--- src/rtl/mem_port_arbiter.sv ---
// Single-port memory arbiter between instruction fetch and data access.
// Optional fetch anti-starvation is enabled with `define MEM_ARB_FAIR_EN.
module mem_port_arbiter #(
  parameter int AW         = 32,
  parameter int DW         = 32,
  parameter int STARVE_MAX = 4
) (
  input  logic          CLK,
  input  logic          RST_N,
  input  logic          IReq,
  input  logic [AW-1:0] IAddr,
  input  logic          IFlush,
  output logic [DW-1:0] IRdata,
  output logic          IValid,
  input  logic          DReq,
  input  logic          DWe,
  input  logic [AW-1:0] DAddr,
  input  logic [DW-1:0] DWdata,
  output logic [DW-1:0] DRdata,
  output logic          DValid,
  output logic          MemReq,
  output logic          MemWe,
  output logic [AW-1:0] MemAddr,
  output logic [DW-1:0] MemWdata,
  input  logic [DW-1:0] MemRdata,
  input  logic          MemReady,
  output logic          StallF,
  output logic          StallM,
  output logic          Busy
);
  typedef enum logic [1:0] {IDLE, BUSY_I, BUSY_D} state_t;

  state_t state, stateNxt;
  logic   cancel;
  logic   fetchWant, fetchFirst, grantD, grantI, done;

  assign fetchWant = IReq & ~IFlush;

`ifdef MEM_ARB_FAIR_EN
  localparam int CW = $clog2(STARVE_MAX + 1);
  logic [CW-1:0] starveCnt;

  assign fetchFirst = fetchWant && (starveCnt == CW'(STARVE_MAX));

  // Counts data grants that left a live fetch waiting; a fetch grant resets it.
  always_ff @(posedge CLK or negedge RST_N) begin
    if (!RST_N)                starveCnt <= '0;
    else if (grantI)           starveCnt <= '0;
    else if (grantD && fetchWant) starveCnt <= starveCnt + 1'b1;
  end
`else
  // Data always wins; the comparison is constant false.
  assign fetchFirst = (STARVE_MAX < 0);
`endif

  assign grantD = (state == IDLE) && DReq && !fetchFirst;
  assign grantI = (state == IDLE) && fetchWant && !grantD;
  assign done   = (state != IDLE) && MemReady;

  always_ff @(posedge CLK or negedge RST_N) begin
    if (!RST_N) state <= IDLE;
    else        state <= stateNxt;
  end

  always_comb begin
    stateNxt = state;
    case (state)
      IDLE: begin
        if (grantD)      stateNxt = BUSY_D;
        else if (grantI) stateNxt = BUSY_I;
      end
      BUSY_I, BUSY_D: if (MemReady) stateNxt = IDLE;
      default: stateNxt = IDLE;
    endcase
  end

  always_ff @(posedge CLK or negedge RST_N) begin
    if (!RST_N) begin
      MemReq   <= 1'b0;
      MemWe    <= 1'b0;
      MemAddr  <= '0;
      MemWdata <= '0;
      IRdata   <= '0;
      DRdata   <= '0;
      IValid   <= 1'b0;
      DValid   <= 1'b0;
      cancel   <= 1'b0;
    end else begin
      IValid <= 1'b0;
      DValid <= 1'b0;
      if (grantD) begin
        MemReq   <= 1'b1;
        MemWe    <= DWe;
        MemAddr  <= DAddr;
        MemWdata <= DWdata;
      end else if (grantI) begin
        MemReq  <= 1'b1;
        MemWe   <= 1'b0;
        MemAddr <= IAddr;
      end
      if (state == BUSY_I && IFlush) cancel <= 1'b1;
      if (done) begin
        MemReq <= 1'b0;
        cancel <= 1'b0;
        if (state == BUSY_D) begin
          DValid <= 1'b1;
          if (!MemWe) DRdata <= MemRdata;
        // A flush on the completion cycle itself also suppresses the fetch.
        end else if (!(cancel || IFlush)) begin
          IValid <= 1'b1;
          IRdata <= MemRdata;
        end
      end
    end
  end

  assign StallF = IReq & ~IValid;
  assign StallM = DReq & ~DValid;
  assign Busy   = (state != IDLE);

endmodule

--- config.mk ---
export PLATFORM = sky130hd
export DESIGN_NAME = mem_port_arbiter
export DESIGN_NICKNAME = d
export VERILOG_FILES = /design/src/rtl/mem_port_arbiter.sv
export SDC_FILE = /design/constraint.sdc
export NUM_CORES = 1
export LEC_CHECK = 0
export ABC_AREA = 1
export ABC_CLOCK_PERIOD_IN_PS = 1850
export CAP_MARGIN = 25
export CORE_MARGIN = 2
export CORE_UTILIZATION = 30
export CTS_CLUSTER_DIAMETER = 30
export DETAILED_ROUTE_END_ITERATION = 12
export PLACE_DENSITY = 0.73
export SYNTH_ARGS = -nofsm -noshare
export SYNTH_HDL_FRONTEND = slang
export SYNTH_SLANG_ARGS = --single-unit
--- constraint.sdc ---
create_clock -name CLK -period 1.85 [get_ports CLK]
set_input_delay 0.555 -clock CLK [delete_from_list [all_inputs] [get_ports CLK]]
set_output_delay 0.555 -clock CLK [all_outputs]
set_load 0.01 [all_outputs]
======== Word level (Yosys, flattened, before mapping) ========
Cells that the tools add are included.
storage, ports and cells
  register bits after elaboration ......... 135
  bits of input ports ..................... 135
  output and inout bits ................... 135
operators by class
  bitwise operators ....................... 9
  equal/unequal tests ..................... 4
  multiplexer cells ....................... 18
  reductions and logical operators ........ 16
operator list
  kind                number
  $mux 32             2
  $mux 1              12
  $mux 2              3
  $not 1->1           6
  $reduce_and 3->1    2
  $reduce_bool 2->1   3
  $logic_and 1x1->1   5
  $pmux 2 s2          1
  $and 1x1->1         3
  $ne 3x3->1 const B  1
  $reduce_bool 3->1   1
  $eq 2x1->1 const B  1
  $eq 2x2->1 const B  1
  $logic_not 2->1     1
  $ne 2x2->1 const B  1
  $reduce_and 2->1    1
  $reduce_or 2->1     1
  $logic_not 1->1     1
  $logic_or 1x1->1    1

======== Longest topological paths before layout ========
Gate-level depths: netlist (run 1).
  depth after elaboration ................. 7
  gate-level depth with buffers ........... 10

======== Worst setup path before layout (run 1) ========
No wires, ideal clock.
  path kind ............................... register to register
  start ................................... reg state[0]
  end ..................................... reg IRdata[10]
  setup slack ............................. 0.465 ns
  library setup time ...................... 0.121 ns
  required time ........................... 1.729 ns
  data arrival time ....................... 1.264 ns
  period minus slack after synthesis ...... 1.385 ns
  cell stages (with the launch flop) ...... 11
  cell sequence ........................... dfrtp_1 inv_1 ha_1 inv_2 nand2_2 inv_2 nand3_2 buf_6 buf_4 nand2_1 o21ai_1
between the ends
  word-level cells in the longest chain between the ends .. 3
RTL lines
  what                                                                    RTL line  source
  start: declaration                                                      33        state_t state, stateNxt;
  start signal: assignment                                                62        else state <= stateNxt;
  $eq 2x2->1 / $reduce_bool 2->1 (equally long branches)                  105, 58
  $not 1->1 (no source line) / $logic_and 1x1->1 (equally long branches)  --
  $reduce_and 3->1 (no source line) (*)                                   --
  end signal: assignment                                                  111       IRdata <= MemRdata;
  end: declaration                                                        13        output logic [DW-1:0] IRdata,
Every way passes the cells marked *; elsewhere a longest branch is shown, timed or not.
A chain may end at the register's enable or synchronous reset.

======== Worst setup path after layout (run 1) ========
  start ................................... reg state[0]
  end ..................................... out Busy
between the ends
  word-level cells in the longest chain between the ends .. 1
RTL lines
  what               RTL line  source
  $reduce_bool 2->1  119       assign Busy = (state != IDLE);
  end: declaration   29        output logic Busy
Every way passes these cells.

==> results.env, run 1 <==
YOSYSTOPAREACELL='sky130_fd_sc_hd__dfrtp_1'
CLKTRANSATPATHREGS_NS=0.06
TOP_LEVEL_PORTS=270
GRT_SETUP_UNREPAIRED='no'
SYNTH_TOP_CELL_AREA_SHARE_PCT=59.9
VIAS=5217
DIE_WIDTH_UM=141
POST-ROUTE-MIN-PERIOD_NS=1.75
POST-DP-HPWL_MM=12.3
FINALHOLDVIOLATIONS=0
GRT_PASS1_VIAS=5284
TRITONCTS='yes'
FINAL_LAYOUT_SIZE_SUFFIX_GT1_SHARE_PCT=8.32
SYNTH_MOST_COMMON_CELL='sky130_fd_sc_hd__nand2_1'
DIE_AREA_UM2=19900
POST_SYNTH_INSTANCE_AREA_UM2=5640
OUTCOME='finished clean'
YS.WARNINGS.COUNT=0
IO_BUFFERS=269
MULTI_INPUT_COMB_AREA_UM2=1870
SHARE_OF_THE_CLOCK_PERIOD_USED_BY_THE_WORST_PATH_AFTER_LAYOUT_PCT=94.7
NUMBER_OF_MAX_CAPACITANCE_VIOLATIONS_REPORTED=0
FLOORPLAN.INITIALDENSITY_PCT=30.3
POST-ROUTE-CELL-AREA_UM2=9220
FIRSTDRTPASSITERS=4
SETUP.WORST_PATH.START_CLASS='flip-flop'
POST-LAYOUT-TOTAL-POWER_mW=14.3
DRT-VIAS-PER-INSTANCE=4.37
SYNTH.FF_LATCH_COUNT=135
DESIGN.FINAL.NETS=1087
YOSYS-TOP-CELLS-AREA='sky130_fd_sc_hd__dfrtp_1, sky130_fd_sc_hd__nand2_1, sky130_fd_sc_hd__o21ai_1, sky130_fd_sc_hd__nand3_1, sky130_fd_sc_hd__inv_1'
DIODES=0
CELLPOWERDENSITY_nW_PER_UM2=1550
DRTITER0DRC=220
NUMCLOCKSINKS=135
GLOBALROUTETOTALUTIL_PCT=17.1
FRACTION_OF_THE_YOSYS_AREA_TAKEN_BY_SEQUENTIAL_CELLS_PCT=59.9
FLOORPLAN.CORE_AREA_UM2=18600
MAXIMUM_FANOUT_ENCOUNTERED_ON_THE_CRITICAL_TIMING_PATH=2
ANT_NETS_AFTER_ROUTE=0
TOTAL_OF_FILL_CELLS_IN_THE_FINISHED_DESIGN=1775
POST_SYNTH_INST_COUNT=662
FLIP_FLOP_CELL_WITH_THE_HIGHEST_COUNT_AFTER_SYNTHESIS='sky130_fd_sc_hd__dfrtp_1'
WORST-ENDPOINT-REQUIRED_NS=1.29
SYNTH.CELLS.MOST_FREQUENT='sky130_fd_sc_hd__nand2_1, sky130_fd_sc_hd__dfrtp_1, sky130_fd_sc_hd__o21ai_1, sky130_fd_sc_hd__inv_1, sky130_fd_sc_hd__nand3_1'
ANTENNA_FOUND_INITIAL=0
TIMING.CLOCK.SKEW_NS=0.00644
ROOT_BUFFER='sky130_fd_sc_hd__clkbuf_16'
FMAX_MHz=571
TIMING.FINAL.MAX_SLEW_VIOLATIONS=0
YOSYS.CELL_TYPES.COUNT=17
SYN2LAYOUT_AREA_GROWTH_PCT=63.5
TIGHTEST_SLEW_NS=0.380
CLOCK_TREE_BUF_DEPTH=2
SLEW_HEADROOM_PCT=74.7
LAYOUT.AREA.SEQ_UM2=3380
ROUTABILITYCONGESTION=0.768
POWER.IR.VDD_WORST_uV=729
CLK_LATENCY_NS=0.41
TOTALWIRELENGTH_MM=16.6
PIN_COUNT_OF_THE_BIGGEST_NET_ENTERING_GLOBAL_ROUTING=64
H-TREE-DEPTH=4
GRT_PASS1_WL_MM=26.8
NUMCTSBUFFERS=17
SETUP.WORST_PATH.CLASS='reg -> out'
YS_ASYNC_SR_FRACTION_PCT=100
WORST_HOLD_PATH_TYPE='in -> async'
SYNTHESIS.AREA_PER_INSTANCE_UM2=8.51
GRT_REMAINING_OVERFLOW=0
ROUTE.DETAILED.DRC=0
SYNTH_EDF_COUNT=0
WL_PER_CELL_UM=13.9
FINAL-SETUP-VIOL-COUNT=0
CRIT_ARRIVAL_NS=1.20
ROWS=50
WORSTSETUPENDPOINTTYPE='output port'
TNS_NS=0
SYNTH.NET_COUNT=801
PLACEMENT.CELL_AREA_UM2=8740
FLOORPLAN.DIE.HEIGHT_UM=141
LEAKAGEPOWER_nW=4.99
==> logic make-up (layout without fill, tap and decap cells) <==
group                    Yosys count  count (layout)  share of synthesized area (%)
buffers and inverters             82             381                           7.10
adder cells (fa/ha/maj)            4               4                          0.888
AO/OA/AOI/OAI                     67              67                           5.95
AND/OR/NAND/NOR                  374             374                           26.1
flip-flops                       135             135                           59.9
==> placed cells by master, fill, tap and decap left out, types with 2 or more instances in the layout <==
| master | Yosys | layout |
|---|---|---|
| sky130_fd_sc_hd__inv_1 | 43 | 42 |
| sky130_fd_sc_hd__inv_2 | 3 | 4 |
| sky130_fd_sc_hd__buf_2 | 20 | 3 |
| sky130_fd_sc_hd__bufinv_16 | 0 | 3 |
| sky130_fd_sc_hd__dlymetal6s2s_1 | 0 | 2 |
| sky130_fd_sc_hd__clkinv_2 | 0 | 2 |
| sky130_fd_sc_hd__buf_4 | 4 | 25 |
| sky130_fd_sc_hd__dfrtp_1 | 135 | 135 |
| sky130_fd_sc_hd__inv_6 | 0 | 4 |
| sky130_fd_sc_hd__buf_12 | 0 | 9 |
| sky130_fd_sc_hd__nand2_2 | 4 | 3 |
| sky130_fd_sc_hd__o21ai_0 | 12 | 12 |
| sky130_fd_sc_hd__nor2_1 | 5 | 5 |
| sky130_fd_sc_hd__nand2_1 | 328 | 328 |
| sky130_fd_sc_hd__clkdlybuf4s50_1 | 0 | 131 |
| sky130_fd_sc_hd__clkinv_4 | 0 | 3 |
| sky130_fd_sc_hd__nand3_1 | 35 | 35 |
| sky130_fd_sc_hd__dlygate4sd2_1 | 0 | 132 |
| sky130_fd_sc_hd__clkbuf_16 | 0 | 17 |
| sky130_fd_sc_hd__o21ai_1 | 55 | 55 |
| sky130_fd_sc_hd__ha_1 | 4 | 3 |
==> final timing paths <==
check | slack (ns) | cells after the start | from | to
max | 0.1 | 4 | state[0] | Busy
min | 0.04 | 1 | RST_N | IRdata[26]
max reg2reg | 0.24 | 10 | state[0] | IRdata[24]
min reg2reg | 0.47 | 2 | MemWdata[23] | MemWdata[23]
max in group asynchronous | 1.23 | 2 | RST_N | MemWdata[13]
min in group CLK | 0.47 | 2 | MemWdata[23] | MemWdata[23]
==> power breakdown <==
group | switching [mW] | total, mW | internal [mW]
logic | 3.12 | 5.79 | 2.67
clock network | 1.33 | 3.51 | 2.18
registers | 0.670 | 4.97 | 4.30
total | 5.12 | 14.3 | 9.15
==> metrics by stage <==
stage	util (%)	hold WS (ns)	worst slack, ns	cells
3_3_place_gp	47.1	0.463	-0.405	1160
4_1_cts	49.5	0.0363	0.000388	1194
3_5_place_dp	47.1	0.464	-0.407	1160
6_report	49.6	0.0410	0.0977	1195
5_1_grt	49.6	0.0508	0.00914	1195
2_1_floorplan	-	0.259	0.465	662
==> layer usage <==
layer	routed length [µm]	track usage [%]	vias up
met5	0	0	-
met4	409	6.79	0
met3	1390	6.11	30
met2	7920	28.5	197
met1	6900	20.2	2372
li1	-	-	2618
==> what timing repair did <==
| action | CTS | global route |
|---|---|---|
| setup buffers | 2 | 1 |
| hold buffers | 0 | 0 |
| resized for setup | 146 | 3 |
| endpoints found under the setup margin | 135 | 3 |
==> area by class of cell <==
type	count	share of cell area, %
repair buffers	303	31.3
well taps	234	3.18
clock buffers	19	4.81
multi-input cells	445	20.3
clock inverters	13	1.83
flip-flops and latches	135	36.7
inverters	46	1.87
==> critical path, stage by stage, from the launching register on <==
cell and delay [ns]:
sky130_fd_sc_hd__dfrtp_1 0.38, sky130_fd_sc_hd__inv_1 0.11, sky130_fd_sc_hd__ha_4 0.14, sky130_fd_sc_hd__inv_1 0.03, sky130_fd_sc_hd__buf_2 0.13
==> sequential cells by signal (all words and copies together), names as in the netlist <==
register and count:
MemWdata 32, cancel 1, IRdata 32, IValid 1
DRdata 32, MemAddr 32, MemReq 1, DValid 1
MemWe 1, state 2
No activity file was read; power rests on OpenSTA's default activity.
==> run 2: changes to the inputs <==
Settings changed: SKIP_CTS_REPAIR_TIMING from default to 1.
==> run 2 against run 1 <==
Compared with the run above:
- non-clock buffer count is 3 lower
- total power is 4.1% higher
- sequential cell count stayed put
- critical path type unchanged
- largest cell class unchanged
- highest routed layer unchanged
==> results.env, run 2 (synthesis results as in run 1) <==
POST-LAYOUT-TOTAL-POWER_mW=14.9
FLOORPLAN.DIE.HEIGHT_UM=141
FINAL_LAYOUT_SIZE_SUFFIX_GT1_SHARE_PCT=8.14
SYN2LAYOUT_AREA_GROWTH_PCT=71.9
IO_BUFFERS=269
MOSTFREQUENTLAYOUTCELLS='sky130_fd_sc_hd__nand2_1, sky130_fd_sc_hd__dfrtp_1, sky130_fd_sc_hd__dlymetal6s2s_1'
TOTALWIRELENGTH_MM=17.0
TOP_LEVEL_PORTS=270
H-TREE-DEPTH=4
ROOT_BUFFER='sky130_fd_sc_hd__clkbuf_16'
ANT_NETS_AFTER_ROUTE=0
CLK_LATENCY_NS=0.41
POST-DP-HPWL_MM=12.3
WORST_HOLD_PATH_TYPE='in -> async'
FINAL_STANDARD_CELL_COUNT_WITH_TAPS_INCLUDED_AND_FILLERS_EXCLUDED=1192
DIODES=0
POWER.IR.VDD_WORST_uV=727
GRT_PASS1_VIAS=5274
WORST-ENDPOINT-REQUIRED_NS=1.29
ROUTABILITYCONGESTION=0.768
GRT_SETUP_UNREPAIRED='no'
SHARE_OF_THE_CLOCK_PERIOD_USED_BY_THE_WORST_PATH_AFTER_LAYOUT_PCT=94.7
SETUP.WORST_PATH.CLASS='reg -> out'
TIMING.HOLD.WS_NS=0.0433
DIE_AREA_UM2=19900
FIRSTDRTPASSITERS=4
GLOBALROUTETOTALUTIL_PCT=17.0
FINALHOLDVIOLATIONS=0
TOTAL_OF_FILL_CELLS_IN_THE_FINISHED_DESIGN=1670
WORSTSETUPENDPOINTTYPE='output port'
POST-ROUTE-MIN-PERIOD_NS=1.75
VIAS=5291
FLOORPLAN.INITIALDENSITY_PCT=30.3
CRIT_ARRIVAL_NS=1.20
DIE_WIDTH_UM=141
MAXIMUM_FANOUT_ENCOUNTERED_ON_THE_CRITICAL_TIMING_PATH=3
FLOORPLAN.CORE_AREA_UM2=18600
POST-PLACE-CELLS=1160
DRTITER0DRC=240
LAYOUT.AREA.SEQ_UM2=3380
ROUTE.DETAILED.DRC=0
NUMCLOCKSINKS=135
PIN_COUNT_OF_THE_BIGGEST_NET_ENTERING_GLOBAL_ROUTING=64
TIGHTEST_SLEW_NS=0.379
TRITONCTS='yes'
TIMING.FINAL.MAX_SLEW_VIOLATIONS=0
CLKTRANSATPATHREGS_NS=0.06
SETUP.WORST_PATH.START_CLASS='flip-flop'
DPL_WORST_SLACK_NS=-0.407
ANTENNA_FOUND_INITIAL=0
OUTCOME='finished clean'
GRT_REMAINING_OVERFLOW=0
MULTI_INPUT_COMB_AREA_UM2=1870
FMAX_MHz=571
LEAKAGEPOWER_nW=6.28
GRT_PASS1_WL_MM=26.7
DESIGN.FINAL.NETS=1084
ROWS=50
FINAL_COMMON_CELL='sky130_fd_sc_hd__nand2_1'
POST-ROUTE-WORST-SETUP-SLACK_NS=0.0977
CLOCK_TREE_BUF_DEPTH=2
NUMBER_OF_MAX_CAPACITANCE_VIOLATIONS_REPORTED=0
NUMCTSBUFFERS=17
POST-ROUTE-CELL-AREA_UM2=9690
DRT-VIAS-PER-INSTANCE=4.44
WL_PER_CELL_UM=14.3
SLEW_HEADROOM_PCT=74.7
TIMING.CLOCK.SKEW_NS=0.00759
PLACEMENT.CELL_AREA_UM2=8740
FINAL-SETUP-VIOL-COUNT=0
CELLPOWERDENSITY_nW_PER_UM2=1530
run 2: cell types whose count changed in the layout (fill, tap and decap cells not counted), sizes merged:
cell	change
dlygate4sd2	-132
dlymetal6s2s	+132
buf	-3
run 2: stage by stage:
| step | setup TNS, ns | utilization, % |
|---|---|---|
| 4_1_cts | -6.90 | 50.4 |
| 3_5_place_dp | -1.75 | 47.1 |
| 2_1_floorplan | 0 | - |
| 5_1_grt | 0 | 52.1 |
| 6_report | 0 | 52.1 |
| 3_3_place_gp | -1.23 | 47.1 |
run 2: worst paths after layout:
check                             start           end  slack (ns)  cells past startpoint
setup reg to reg               state[0]    IRdata[30]        0.21                     10
max in group asynchronous         RST_N   MemAddr[26]        1.23                      2
hold / removal                    RST_N    IRdata[26]        0.04                      1
hold reg to reg            MemWdata[23]  MemWdata[23]        0.47                      2
min in group CLK           MemWdata[23]  MemWdata[23]        0.47                      2
setup / recovery               state[1]          Busy         0.1                      4
run 2: metal layers:
layer,global-route usage [%],share of wire [%]
met3,6.08,7.8
met2,28.3,49
met4,6.79,2.0
met5,0,0
met1,20.2,41
run 2: where the power goes:
part	internal, mW	switching (mW)
clock	2.18	1.33
combinational	3.23	3.13
sequential	4.30	0.686
run 2: final cells by class:
type                       instances  share of cell area (%)
sequential                       135                    34.9
multi-input combinational        445                    19.3
timing repair buffer             300                    34.7
clock buffer                      19                    4.57
inverter                          46                    1.78
tap                              234                    3.02
clock inverter                    13                    1.74
run 2: critical path, cell delays in order (launching register included):
cell and delay [ns]:
sky130_fd_sc_hd__dfrtp_1 0.40, sky130_fd_sc_hd__inv_2 0.10, sky130_fd_sc_hd__ha_4 0.13, sky130_fd_sc_hd__inv_1 0.03, sky130_fd_sc_hd__buf_2 0.13
